$ cat config.mk
export PLATFORM = sky130hd
export DESIGN_NAME = fp_normalize
export DESIGN_NICKNAME = d
export VERILOG_FILES = /design/src/rtl/fp_normalize.sv
export SDC_FILE = /design/constraint.sdc
export NUM_CORES = 1
export LEC_CHECK = 0
export BUFFER_PORTS_ARGS = -buffer_cell sky130_fd_sc_hd__buf_2
export CAP_MARGIN = 10
export CELL_PAD_IN_SITES_DETAIL_PLACEMENT = 0
export CELL_PAD_IN_SITES_GLOBAL_PLACEMENT = 2
export CORE_ASPECT_RATIO = 1.4
export CORE_UTILIZATION = 33
export CTS_CLUSTER_DIAMETER = 100
export CTS_CLUSTER_SIZE = 10
export DETAILED_ROUTE_END_ITERATION = 16
export PLACE_DENSITY_LB_ADDON = 0.1
export SLEW_MARGIN = 25
export SYNTH_ARGS = -nofsm -noshare
export SYNTH_HDL_FRONTEND = slang
export SYNTH_SLANG_ARGS = --single-unit
$ cat constraint.sdc
create_clock -name clk -period 3.05 [get_ports clk]
set_input_delay 0.305 -clock clk [delete_from_list [all_inputs] [get_ports clk]]
set_output_delay 0.305 -clock clk [all_outputs]
set_load 0.02 [all_outputs]
$ cat src/rtl/fp_normalize.sv
// Floating-point post-add normalizer, two-stage pipeline with valid/ready flow control.
// Stage 1 captures the raw add/sub result and its leading-zero count.
// Stage 2 captures the packed, normalized result and the overflow/underflow flags.
module fp_normalize #(
  parameter int ex_width  = 8,
  parameter int man_width = 23
) (
  input  logic                            clk,
  input  logic                            rst,
  input  logic                            in_valid,
  output logic                            in_ready,
  input  logic                            sign_in,
  input  logic [ex_width-1:0]             max_exp,
  input  logic [man_width+1:0]            mant_in,
  output logic                            out_valid,
  input  logic                            out_ready,
  output logic [ex_width+man_width:0]     result,
  output logic                            overflow,
  output logic                            underflow
);

  localparam int W    = man_width + 2;
  localparam int LZ_W = $clog2(W);
  localparam int EW1  = ex_width + 1;
  localparam int RW   = 1 + ex_width + man_width;

  logic                vld_p1;
  logic                sign_p1;
  logic [ex_width-1:0] exp_p1;
  logic [W-1:0]        mant_p1;
  logic [LZ_W-1:0]     lz_p1;

  logic                vld_p2;
  logic [RW-1:0]       result_p2;
  logic                ovf_p2;
  logic                unf_p2;

  logic                load_p1;
  logic                load_p2;
  logic [RW+1:0]       norm_p1;

  // Leading zeros counted from the hidden-bit position downward; carry bit ignored.
  function automatic logic [LZ_W-1:0] count_lz(input logic [W-1:0] m);
    logic [LZ_W-1:0] n;
    logic            hit;
    n   = '0;
    hit = 1'b0;
    for (int i = W - 2; i >= 0; i--) begin
      if (!hit) begin
        if (m[i]) hit = 1'b1;
        else      n = n + 1'b1;
      end
    end
    return n;
  endfunction

  // Returns {overflow, underflow, result}. Exponent math is one bit wider than the
  // field so max_exp+1 and max_exp-lz never wrap before they are compared.
  function automatic logic [RW+1:0] normalize(
    input logic                sign,
    input logic [ex_width-1:0] exp,
    input logic [W-1:0]        mant,
    input logic [LZ_W-1:0]     lz
  );
    logic [EW1-1:0]      exp_w;
    logic [EW1-1:0]      lz_w;
    logic [EW1-1:0]      exp_adj;
    logic [W-1:0]        shifted;
    logic [RW+1:0]       r;
    exp_w   = {1'b0, exp};
    lz_w    = EW1'(lz);
    exp_adj = '0;
    shifted = '0;
    r       = '0;
    if (mant == '0) begin
      r = '0;
    end else if (exp == {ex_width{1'b1}}) begin
      r = {2'b00, sign, {ex_width{1'b1}}, {man_width{1'b0}}};
    end else if (mant[W-1]) begin
      exp_adj = exp_w + 1'b1;
      if (exp_adj == {1'b0, {ex_width{1'b1}}})
        r = {2'b10, sign, {ex_width{1'b1}}, {man_width{1'b0}}};
      else
        r = {2'b00, sign, exp_adj[ex_width-1:0], mant[W-2:1]};
    end else if (lz_w >= exp_w) begin
      r = {2'b01, sign, {(RW-1){1'b0}}};
    end else begin
      exp_adj = exp_w - lz_w;
      shifted = mant << lz;
      r = {2'b00, sign, exp_adj[ex_width-1:0], shifted[W-3:0]};
    end
    return r;
  endfunction

  assign load_p2  = !vld_p2 || out_ready;
  assign load_p1  = !vld_p1 || load_p2;
  assign in_ready = load_p1;
  assign norm_p1  = normalize(sign_p1, exp_p1, mant_p1, lz_p1);

  // ---- stage 1: capture raw inputs and leading-zero count ----
  always_ff @(posedge clk or posedge rst) begin
    if (rst) begin
      vld_p1  <= 1'b0;
      sign_p1 <= 1'b0;
      exp_p1  <= '0;
      mant_p1 <= '0;
      lz_p1   <= '0;
    end else if (load_p1) begin
      vld_p1 <= in_valid;
      if (in_valid) begin
        sign_p1 <= sign_in;
        exp_p1  <= max_exp;
        mant_p1 <= mant_in;
        lz_p1   <= count_lz(mant_in);
      end
    end
  end

  // ---- stage 2: capture normalized result and flags; held while stalled ----
  always_ff @(posedge clk or posedge rst) begin
    if (rst) begin
      vld_p2    <= 1'b0;
      result_p2 <= '0;
      ovf_p2    <= 1'b0;
      unf_p2    <= 1'b0;
    end else if (load_p2) begin
      vld_p2 <= vld_p1;
      if (vld_p1) begin
        ovf_p2    <= norm_p1[RW+1];
        unf_p2    <= norm_p1[RW];
        result_p2 <= norm_p1[RW-1:0];
      end
    end
  end

  assign out_valid = vld_p2;
  assign result    = result_p2;
  assign overflow  = ovf_p2;
  assign underflow = unf_p2;

endmodule

* After elaboration in Yosys (flattened, before gate mapping) *
Cells that the tools add are included.
Widths: inputs -> output; s select.

storage, ports and cells
  memories = 0
  bits in latches = 0
  bits in registers = 75
  memory bits (read-only) = 0
  output and inout bits = 36
  input port bits = 38
  bits in writable memories = 0

cells by class
  divide/modulo/power cells = 0
  reduce and logical (&&, ||, !) cells = 7
  order comparisons = 1
  multiplexer cells = 189
  $add $sub $neg = 25
  shifts and indexed selects = 1
  $mul = 0
  bitwise operators = 0
  equality and inequality tests = 2

operator list
  cell                 number
  $mux 5               92
  $mux 34              4
  $add 5x1->5 const B  23
  $mux 1               92
  $mux 33              1
  $logic_not 25->1     1
  $shl 25x5->23        1
  $add 8x1->9 const B  1
  $eq 9x8->1 const B   1
  $eq 8x8->1 const B   1
  $ge 5x8->1           1
  $sub 8x5->8          1
  $reduce_and 2->1     2
  $logic_not 1->1      2
  $logic_or 1x1->1     2

* Longest topological paths before layout *
Gate-level depths: netlist of run 1.

  depth in word-level cells = 117
  gate-level depth with buffers = 62
  gate-level depth less buffers = 62

* Least setup slack after synthesis of run 1 *
Ideal clock, no wire load.

  path type = input -> register
  from = input mant_in[22]
  to = register lz_p1[4]
  path slack = -7769 ps
  cell stages on the path = 60
  buffers on the path = 0
  arrival = 10737 ps
  data required time = 2968 ps
  cells stage by stage = or2_2 inv_1 ha_1 o21a_1 ha_1 mux2_2 o21ai_0 mux2_2 ha_1 or4b_2 a21oi_1 a2bb2oi_1 a21oi_1 ha_1 mux2i_1 nor4_1 a31oi_1 xnor2_1 (+24 left out) ha_1 mux2_2 ha_1 mux2i_1 nor2_1 a211oi_1 a21oi_1 a31o_2 ha_1 nand2b_1 a31oi_1 o41ai_1 a21o_1 o31ai_1 a211o_1 a21o_1 a21o_1 a31oi_1

on the way
  longest elaborated chain between the ends = 112
  elaborated cells between the ends (all ways) = 179
  classes of those cells = 22 x add/sub; 157 x mux

ends and longest elaborated chain
  item                  line  RTL
  from (decl)           14    input logic [man_width+1:0] mant_in,
  $mux 5                50    if (m[i]) hit = 1'b1;
  $mux 5                49    if (!hit) begin
  $mux 5                110   if (in_valid) begin
  $mux 5                108   end else if (load_p1) begin
  $add 5x1->5           51    else n = n + 1'b1;
  $mux 5                50
  $mux 5                49
  $mux 5                110
  (+96 left out)        --
  $add 5x1->5           51
  $mux 5                50
  $mux 5                49
  $mux 5                110
  $mux 5                108
  $add 5x1->5           51
  $mux 5                50
  $mux 5 (*)            49
  to (signal assigned)  114   lz_p1 <= count_lz(mant_in);
  to (decl)             31    logic [LZ_W-1:0] lz_p1;

Every way passes the cells marked *; elsewhere a longest branch is shown, timed or not. The select of a mux whose other input is x is not followed.
A chain may end at the register's enable or synchronous reset.

* Worst setup path in the final report of run 1 *
Ends and elaborated chain as after synthesis.

==> results of run 1 <==
final timing paths:
path,startpoint,depth (start not counted),to
min in group clk,max_exp[4],3,exp_p1[4]$_DFFE_PP0P_
max in group asynchronous,rst,3,exp_p1[6]$_DFFE_PP0P_
setup / recovery,mant_in[22],61,lz_p1[4]$_DFFE_PP0P_
setup reg to reg,exp_p1[0]$_DFFE_PP0P_,14,result[28]$_DFFE_PP0P_
hold / removal,rst,3,result[11]$_DFFE_PP0P_
hold reg to reg,result[27]$_DFFE_PP0P_,1,result[27]$_DFFE_PP0P_
layout by cell type (no fill, tap or decap), types with 28 or more instances in the layout:
cell,instances
o21ai_0,55
xnor2_1,28
buf_4,203
dfrtp_1,75
a21oi_1,55
mux2i_1,35
buf_2,70
nor2_1,72
mux2_2,37
nand2_1,88
final cells by class:
class / count / area, sq um / area share, %
clock buffers: 11 / 252.7 / 2.578
flip-flops and latches: 75 / 1877 / 19.14
multi-input cells: 706 / 5186 / 52.90
well taps: 256 / 320.3 / 3.267
clock inverters: 4 / 50.05 / 0.5105
inverters: 25 / 96.34 / 0.9828
repair buffers: 286 / 2021 / 20.61
power by group through the flow:
stage	registers [uW]	clock network, uW	logic [uW]
after floorplan	1490	0	943
after global placement	1380	0	1650
after detailed placement	1380	0	1670
after CTS	1370	1090	1710
after global routing	1400	1140	1910
final	1360	1060	1740
critical path, delay by kind of cell:
family / cells / cell delay, ns
adder cells (fa/ha/maj): 12 / 3.10
buffers and inverters: 3 / 0.21
AO/OA/AOI/OAI: 25 / 3.42
XOR/XNOR: 3 / 0.49
AND/OR/NAND/NOR: 11 / 1.66
multiplexers: 7 / 1.54
through the flow:
stage / utilization [%] / cell area [sq um] / total power [uW] / worst slack [ns] / setup TNS, ns
3_5_place_dp: 43.39 / 8954 / 3054 / -7.966 / -29.89
5_1_grt: 47.51 / 9803 / 4452 / -8.005 / -29.26
6_report: 47.51 / 9803 / 4164 / -7.428 / -27.04
3_3_place_gp: 43.39 / 8954 / 3028 / -7.622 / -28.73
4_1_cts: 46.55 / 9605 / 4169 / -7.435 / -27.00
2_1_floorplan: - / 7144 / 2432 / -7.185 / -25.93
layer usage:
layer  part of all wire [%]  GRT usage [%]
met4                    2.4          7.724
met2                     53          39.25
met3                    1.8          1.970
met1                     43          24.29
met5                      0              0
sequential cells by signal, indices dropped and copies added, names as in the netlist:
name and flops:
lz_p1 5, overflow 1, out_valid 1, vld_p1 1, mant_p1 25, underflow 1
sign_p1 1, result 32, exp_p1 8
what timing repair did:
action,in CTS,in global routing
endpoints found under the setup margin,6,24
gates resized for setup,31,29
pin swaps,25,18
setup buffers,29,9
logic make-up (layout without fill, tap and decap cells):
family / Yosys count / after routing / synth area share, %
fa+ha+maj: 33 / 33 / 5.864
flops: 75 / 75 / 26.81
simple gates: 303 / 303 / 21.04
mux: 83 / 83 / 13.68
xor+xnor: 53 / 53 / 7.812
buf+inv: 72 / 326 / 3.951
compound gates: 234 / 234 / 20.84
==> results.sh, run 1 <==
export IMPL_status="complete, but fails checks"
export IMPL_violations="negative setup slack"
export IMPL_ys_warn_count=0
export IMPL_final_layout_size_suffix_gt1_share_pct=38.03
export IMPL_final_net_count=1170
export IMPL_wl_mm=22.40
export IMPL_relSlewSlack_pct=55.16
export IMPL_die_w_um=125.1
export IMPL_combPwrFrac_pct=41.7
export IMPL_r2r_slack_ns=0.13
export IMPL_synth_top_area_share_pct=26.81
export IMPL_worst_slew_pin_transition_ns=0.6726
export IMPL_clk_pin_slew_ns=0.05
export IMPL_slowest_delay_ns=0.45
export IMPL_required_ns=3.30
export IMPL_rsz0062_at_grt="yes"
export IMPL_placed_cells=1310
export IMPL_clockPowerShare_pct=25.5
export IMPL_grt_pass1_wl_mm=36.94
export IMPL_fmax_mhz=95.44
export IMPL_p_seq_share_pct=32.8
export IMPL_hold_viol=0
export IMPL_synth_edff_count=0
export IMPL_period_share_pct=343.6
export IMPL_ys_seq_area_share_pct=26.81
export IMPL_postRouteAntennaNets=0
export IMPL_power_density_nw_per_um2=424.8
export IMPL_clock_sinks=75
export IMPL_cp_arrival_ns=10.73
export IMPL_sw_frac_of_total_pct=36.59
export IMPL_drc=0
export IMPL_cts_buffers=9
export IMPL_finalNonFillerCells=1363
export IMPL_grt_util_all_layers_pct=20.88
export IMPL_worstSetupPathType="input port to flip-flop"
export IMPL_ys_types=69
export IMPL_cp_start_kind="input port"
export IMPL_synth_flop_cell="dfrtp_1"
export IMPL_cts_max_level=3
export IMPL_syn_area_sq_um=6999
export IMPL_grt_pass1_vias=7327
export IMPL_postSynthCellCount=853
export IMPL_grt_max_degree=76
export IMPL_period_minus_slack_ns=10.48
export IMPL_fillCellCount=2034
export IMPL_hold_buffers=0
export IMPL_initial_core_util_pct=33.92
export IMPL_gp_congestion=0.8879
export IMPL_syn2layout_area_growth_pct=40.06
export IMPL_p_sw_uw=1524
export IMPL_finalSetupViolations=5
export IMPL_crit_top_cell="ha_1"
export IMPL_wl_per_cell_um=16.43
export IMPL_synth_area_leaders="dfrtp_1 27%, mux2_2 6.6%, mux2i_1 5.1%"
export IMPL_die_h_um=174.3
export IMPL_yosysMostFrequentCell="nand2_1"
export IMPL_hpwl_mm=17.72
export IMPL_hp_class="input port to asynchronous set/reset pin"
export IMPL_pin_count=74
export IMPL_internal_power_uw=2640
export IMPL_clk_path_buf_depth=2
export IMPL_synth_nets=920
export IMPL_synth_common_cells="93 x nand2_1, 75 x dfrtp_1, 72 x nor2_1"
export IMPL_drv_slew=0
export IMPL_row_count=62
export IMPL_antenna_found_initial=0
export IMPL_die_area_sq_um=21800
export IMPL_crit_slowest_cell="or4b_4"
export IMPL_avgSynthCellArea_sq_um=8.205
export IMPL_yosys_area_top_type="dfrtp_1"
export IMPL_critPathMaxFanout=3
export IMPL_cts_tree="built"
export IMPL_antenna_diode_count=0
export IMPL_first_pass_iters=7
export IMPL_overflow=0
export IMPL_clk_latency_ns=0.34
export IMPL_drv_cap=0
export IMPL_vias_per_cell=5.244
export IMPL_drt_initial_drc_count=331
export IMPL_leakagePower_uw=0.004492
export IMPL_synthArstFlopShare_pct=100.0
export IMPL_whs_ns=0.1397
export IMPL_worst_slack_ns=-7.428
export IMPL_vdd_drop_max_uv=225.2
export IMPL_skew_ns=0.007941
export IMPL_port_buffers=73
export IMPL_routed_via_count=7148
export IMPL_root_buffer="clkbuf_16"
export IMPL_core_area_sq_um=20630
export IMPL_ys_ff_latch=75
export IMPL_critPathCaptureType="flip-flop"
(Power assumes the default switching activity.)
==> run 2, diff against run 1 <==
--- a/config.mk
+++ b/config.mk
@@ -5,12 +5,13 @@
 export SDC_FILE = /design/constraint.sdc
 export NUM_CORES = 1
 export LEC_CHECK = 0
+export ABC_AREA = 1
 export BUFFER_PORTS_ARGS = -buffer_cell sky130_fd_sc_hd__buf_2
 export CAP_MARGIN = 10
 export CELL_PAD_IN_SITES_DETAIL_PLACEMENT = 0
 export CELL_PAD_IN_SITES_GLOBAL_PLACEMENT = 2
 export CORE_ASPECT_RATIO = 1.4
-export CORE_UTILIZATION = 33
+export CORE_UTILIZATION = 30
 export CTS_CLUSTER_DIAMETER = 100
 export CTS_CLUSTER_SIZE = 10
 export DETAILED_ROUTE_END_ITERATION = 16
==> run 2 against run 1 <==
Highest routed layer unchanged. Largest power group unchanged. Clock power grew 9%. Sequential power increased by 4%. Clock skew is 0.00074 ns higher. First-iteration DRC count is 18% higher. The flow finishes with violations (negative hold slack, negative setup slack). Core utilization down 1.4 points.
==> results.sh, run 2 <==
export IMPL_die_area_sq_um=23240
export IMPL_dpl_cell_area_sq_um=8541
export IMPL_final_area_sq_um=10160
export IMPL_vdd_drop_max_uv=231.6
export IMPL_routed_via_count=7689
export IMPL_rsz0062_at_grt="yes"
export IMPL_critPathMaxFanout=3
export IMPL_worstSetupPathDepth=75
export IMPL_gp_congestion=0.8599
export IMPL_r2r_cells=13
export IMPL_wl_per_cell_um=13.87
export IMPL_yosysMostFrequentCell="nand2_1"
export IMPL_synth_flop_cell="dfrtp_1"
export IMPL_status="complete, but fails checks"
export IMPL_relSlewSlack_pct=54.20
export IMPL_port_buffers=73
export IMPL_hpwl_mm=16.97
export IMPL_finalSetupViolations=5
export IMPL_final_net_count=1414
export IMPL_period_minus_slack_ns=7.935
export IMPL_power_density_nw_per_um2=445.5
export IMPL_pin_count=74
export IMPL_grt_pass1_vias=7724
export IMPL_crit_top_cell="buf_4"
export IMPL_synth_top_area_share_pct=27.64
export IMPL_cts_max_level=3
export IMPL_wl_mm=22.87
export IMPL_drv_slew=0
export IMPL_antenna_found_initial=0
export IMPL_overflow=0
export IMPL_required_ns=3.33
export IMPL_critPathCaptureType="flip-flop"
export IMPL_cp_start_kind="input port"
export IMPL_crit_slowest_cell="ha_4"
export IMPL_initial_core_util_pct=30.83
export IMPL_hold_viol=17
export IMPL_ys_warn_count=0
export IMPL_worst_path_buf_inv=39
export IMPL_synth_top_family_by_area="simple AND/OR/NAND/NOR gates"
export IMPL_hp_class="input port to asynchronous set/reset pin"
export IMPL_leakagePower_uw=0.005306
export IMPL_antenna_diode_count=0
export IMPL_grt_pass1_wl_mm=37.38
export IMPL_die_h_um=180.0
export IMPL_multi_input_area_sq_um=4599
export IMPL_ys_types=48
export IMPL_violations="negative hold slack, negative setup slack"
export IMPL_ys_ff_latch=75
export IMPL_worst_slew_pin_transition_ns=0.6844
export IMPL_drt_initial_drc_count=390
export IMPL_synth_xor_area_share_pct=2.193
export IMPL_ys_seq_area_share_pct=27.64
export IMPL_grt_max_degree=44
export IMPL_die_w_um=129.1
export IMPL_fmax_mhz=126.0
export IMPL_yosys_area_share_simple_pct=32.01
export IMPL_row_count=64
export IMPL_root_buffer="clkbuf_16"
export IMPL_cts_buffers=9
export IMPL_synth_compound_area_share_pct=19.48
export IMPL_worst_slack_ns=-4.885
export IMPL_synth_area_leaders="dfrtp_1 28%, nand2_1 16%, o21ai_0 9.9%"
export IMPL_cp_top_family="buffers and inverters"
export IMPL_first_pass_iters=4
export IMPL_synth_edff_count=0
export IMPL_cts_tree="built"
export IMPL_yosys_mux_area_fraction_pct=1.769
export IMPL_yosys_area_top_type="dfrtp_1"
export IMPL_drv_cap=0
export IMPL_synthAdderAreaFrac_pct=5.455
export IMPL_skew_ns=0.008685
export IMPL_synth_nets=1109
export IMPL_clk_path_buf_depth=2
export IMPL_avgSynthCellArea_sq_um=6.515
export IMPL_grt_util_all_layers_pct=20.35
export IMPL_largest_reg_flops=32
export IMPL_synth_common_cells="298 x nand2_1, 143 x inv_1, 134 x o21ai_0"
export IMPL_synthArstFlopShare_pct=100.0
export IMPL_period_share_pct=260.2
export IMPL_slowest_delay_ns=0.26
export IMPL_final_layout_size_suffix_gt1_share_pct=36.54
export IMPL_clock_sinks=75
export IMPL_vias_per_cell=4.663
export IMPL_area_sequential_sq_um=1877
export IMPL_whs_ns=-0.01621
export IMPL_cp_arrival_ns=8.21
export IMPL_postSynthCellCount=1042
export IMPL_syn_area_sq_um=6789
export IMPL_core_area_sq_um=22020
export IMPL_final_cell_mix="265 x nand2_1, 244 x buf_4, 127 x o21ai_0"
export IMPL_clk_latency_ns=0.35
export IMPL_layout_commonest_cell="nand2_1"
export IMPL_fillCellCount=2319
export IMPL_syn2layout_area_growth_pct=49.69
export IMPL_worstSetupPathType="input port to flip-flop"
export IMPL_drc=0
export IMPL_clk_pin_slew_ns=0.06
export IMPL_postRouteAntennaNets=0
-- run 2: cell count changes in the layout (fill, tap and decap cells not counted), moves of 21 or more --
cell and delta:
a22oi_1 -21, buf_4 +41, inv_1 +104, inv_2 +24
mux2_2 -37, mux2i_1 -23, nand2_1 +177, nand2_2 +37
nand3_1 +22, nor2_1 -22, o21ai_0 +72, xnor2_1 -26
-- run 2: routing by layer --
metal	part of all wire (%)	vias up	global-route usage, %
li1	-	4018	-
met5	0	-	0
met2	53	106	38.58
met1	42	3529	22.88
met4	2.6	0	7.671
met3	2.0	36	1.845
-- run 2: area by class of cell --
cell class	instances	share of cell area, %
clock buffer	9	2.216
inverter	166	6.304
tap	297	3.657
timing repair buffer	328	23.10
sequential	75	18.47
multi-input combinational	767	45.26
clock inverter	7	0.9973
-- run 2: final timing paths --
path / start / end / slack (ns)
worst min-delay path: rst / result[15]$_DFFE_PP0P_ / -0.02
worst max-delay path: mant_in[22] / lz_p1[4]$_DFFE_PP0P_ / -4.88
worst max register to register: exp_p1[0]$_DFFE_PP0P_ / result[22]$_DFFE_PP0P_ / 0.42
worst min register to register: result[29]$_DFFE_PP0P_ / result[29]$_DFFE_PP0P_ / 0.47
min in group clk: max_exp[4] / exp_p1[4]$_DFFE_PP0P_ / 0.16
max in group asynchronous: rst / mant_p1[8]$_DFFE_PP0P_ / 2.34
-- run 2: repair_timing --
item                                   CTS  global route
gates resized for setup                 46            80
hold buffers                             0             0
endpoints found under the hold margin    0             0
setup endpoints to repair                5             5
buffers inserted                       104             5
pin swaps                               63            85
-- run 2: cells by family after synthesis --
family	after synthesis
mux	12
compound gates	237
flops	75
buf+inv	200
simple gates	472
fa+ha+maj	29
xor+xnor	17
-- run 2: report_power, final --
group | switching, uW | total, uW | internal [uW]
clock network | 440 | 1160 | 721
registers | 172 | 1420 | 1240
logic | 1200 | 1950 | 746
total | 1820 | 4530 | 2710
-- run 2: metrics by stage --
step / power [uW] / cells / worst slack (ns) / util [%] / setup TNS [ns]
2_1_floorplan: 2570 / 1042 / -4.794 / - / -18.78
3_3_place_gp: 3249 / 1525 / -5.310 / 38.78 / -22.95
3_5_place_dp: 3255 / 1525 / -5.521 / 38.78 / -23.76
4_1_cts: 4507 / 1645 / -4.759 / 44.64 / -20.33
5_1_grt: 4871 / 1649 / -5.352 / 46.15 / -23.01
6_report: 4527 / 1649 / -4.885 / 46.15 / -20.58
==> run 3, diff against run 2 <==
--- a/config.mk
+++ b/config.mk
@@ -16,6 +16,7 @@
 export CTS_CLUSTER_SIZE = 10
 export DETAILED_ROUTE_END_ITERATION = 16
 export PLACE_DENSITY_LB_ADDON = 0.1
+export SKIP_LAST_GASP = 1
 export SLEW_MARGIN = 25
 export SYNTH_ARGS = -nofsm -noshare
 export SYNTH_HDL_FRONTEND = slang
==> run 3 against run 2 <==
The flow still finishes with violations (negative hold slack, negative setup slack). Global-route usage grew 0.062 points. Clock-buffer cell count is the same. Combinational power is essentially flat. Cell area grew 0.55%. Sequential share of layout area shrank 0.10 points. Via count grew 0.22%. Die area is the same. Core utilization grew 0.26 points. Critical path type unchanged. Largest cell class unchanged.
==> results.sh, run 3 (synthesis gave the netlist of run 2 again) <==
export IMPL_clock_sinks=75
export IMPL_grt_pass1_wl_mm=37.47
export IMPL_utilization_pct=46.40
export IMPL_drt_initial_drc_count=363
export IMPL_final_layout_size_suffix_gt1_share_pct=37.14
export IMPL_whs_ns=-0.01694
export IMPL_die_w_um=129.1
export IMPL_die_h_um=180.0
export IMPL_startpoint="mant_in[22]"
export IMPL_power_density_nw_per_um2=442.9
export IMPL_period_share_pct=260.7
export IMPL_finalSetupViolations=5
export IMPL_crit_slowest_cell="ha_4"
export IMPL_relSlewSlack_pct=53.77
export IMPL_critPathCaptureType="flip-flop"
export IMPL_critPathMaxFanout=3
export IMPL_drv_slew=0
export IMPL_skew_ns=0.009331
export IMPL_clk_pin_slew_ns=0.06
export IMPL_routed_via_count=7706
export IMPL_worstSetupPathType="input port to flip-flop"
export IMPL_period_minus_slack_ns=7.951
export IMPL_rsz0062_at_grt="yes"
export IMPL_clk_latency_ns=0.34
export IMPL_die_area_sq_um=23240
export IMPL_grt_util_all_layers_pct=20.41
export IMPL_status="complete, but fails checks"
export IMPL_wl_per_cell_um=13.86
export IMPL_clk_path_buf_depth=2
export IMPL_hp_class="input port to asynchronous set/reset pin"
export IMPL_drc=0
export IMPL_final_area_sq_um=10220
export IMPL_core_area_sq_um=22020
export IMPL_wl_mm=22.92
export IMPL_cts_tree="built"
export IMPL_slowest_delay_ns=0.26
export IMPL_worst_slack_ns=-4.901
export IMPL_overflow=0
export IMPL_leakagePower_uw=0.005325
export IMPL_place_ws_ns=-5.521
export IMPL_antenna_found_initial=0
export IMPL_vdd_drop_max_uv=231.6
export IMPL_violations="negative hold slack, negative setup slack"
export IMPL_syn2layout_area_growth_pct=50.52
export IMPL_final_net_count=1419
export IMPL_row_count=64
export IMPL_required_ns=3.33
export IMPL_cts_buffers=9
export IMPL_dpl_cell_area_sq_um=8541
export IMPL_fin_tns_setup_ns=-20.77
export IMPL_antenna_diode_count=0
export IMPL_cp_arrival_ns=8.23
export IMPL_fmax_mhz=125.8
export IMPL_grt_max_degree=44
export IMPL_vias_per_cell=4.659
export IMPL_port_buffers=73
export IMPL_initial_core_util_pct=30.83
export IMPL_drv_cap=0
export IMPL_grt_pass1_vias=7729
export IMPL_hold_buffers=0
export IMPL_worst_slew_pin_transition_ns=0.6909
export IMPL_hold_viol=17
export IMPL_root_buffer="clkbuf_16"
export IMPL_pin_count=74
export IMPL_cts_max_level=3
export IMPL_crit_top_cell="buf_4"
export IMPL_layout_commonest_cell="nand2_1"
export IMPL_final_cell_mix="265 x nand2_1, 250 x buf_4, 128 x o21ai_0"
export IMPL_cp_start_kind="input port"
export IMPL_gp_congestion=0.8599
export IMPL_timing_rr_start="exp_p1[0]$_DFFE_PP0P_"
export IMPL_postRouteAntennaNets=0
export IMPL_largest_reg_flops=32
export IMPL_first_pass_iters=4
export IMPL_hpwl_mm=16.97
## run 3: changes by cell type in the layout (fill, tap and decap cells not counted), moves of 2 or more
cell	previous run	this run
buf_4	244	250
inv_1	121	119
inv_2	30	32
nand3_1	41	39
nand3_2	10	12
## run 3: worst paths after layout
check,end,slack [ns],cells after the start
min in group clk,exp_p1[4]$_DFFE_PP0P_,0.16,3
max,lz_p1[4]$_DFFE_PP0P_,-4.90,75
max in group asynchronous,mant_p1[8]$_DFFE_PP0P_,2.34,3
min,result[15]$_DFFE_PP0P_,-0.02,2
max reg2reg,result[22]$_DFFE_PP0P_,0.42,13
min reg2reg,result[29]$_DFFE_PP0P_,0.47,2
## run 3: critical path, delay by kind of cell
| family | cells | cell delay, ns |
|---|---|---|
| AOI/OAI and AO/OA | 6 | 0.76 |
| xor gates and xnor gates | 1 | 0.15 |
| and+or+nand+nor | 24 | 1.90 |
| buffers and inverters | 39 | 3.85 |
| adders and majority gates | 5 | 1.24 |
## run 3: power by group
group	switching (uW)	internal, uW
sequential	172	1240
combinational	1210	745
clock	439	721
## run 3: cell type report
cell class | instances | area [sq um]
Clock inverter | 7 | 101.3
Clock buffer | 9 | 225.2
Inverter | 166 | 640.6
Sequential cell | 75 | 1877
Timing Repair Buffer | 333 | 2381
Fill cell | 2314 | 11800
Tap cell | 297 | 371.6
Multi-Input combinational cell | 767 | 4622
## run 3: repair_timing
action,4_1_cts,5_1_grt
pin swaps,63,98
gates resized for setup,41,89
setup endpoints to repair,5,5
setup buffers,104,10
## run 3: stage by stage
| stage | instances | total power (uW) |
|---|---|---|
| finish | 1654 | 4526 |
| global placement | 1525 | 3249 |
| CTS | 1645 | 4506 |
| global route | 1654 | 4872 |
| detailed placement | 1525 | 3255 |
| floorplan | 1042 | 2570 |
## run 3: per-layer routing
metal | GRT usage, % | share of wire (%) | vias up
li1 | - | - | 4033
met3 | 1.815 | 2.1 | 39
met1 | 22.88 | 42 | 3519
met5 | 0 | 0 | -
met4 | 7.812 | 2.7 | 0
met2 | 38.75 | 54 | 115
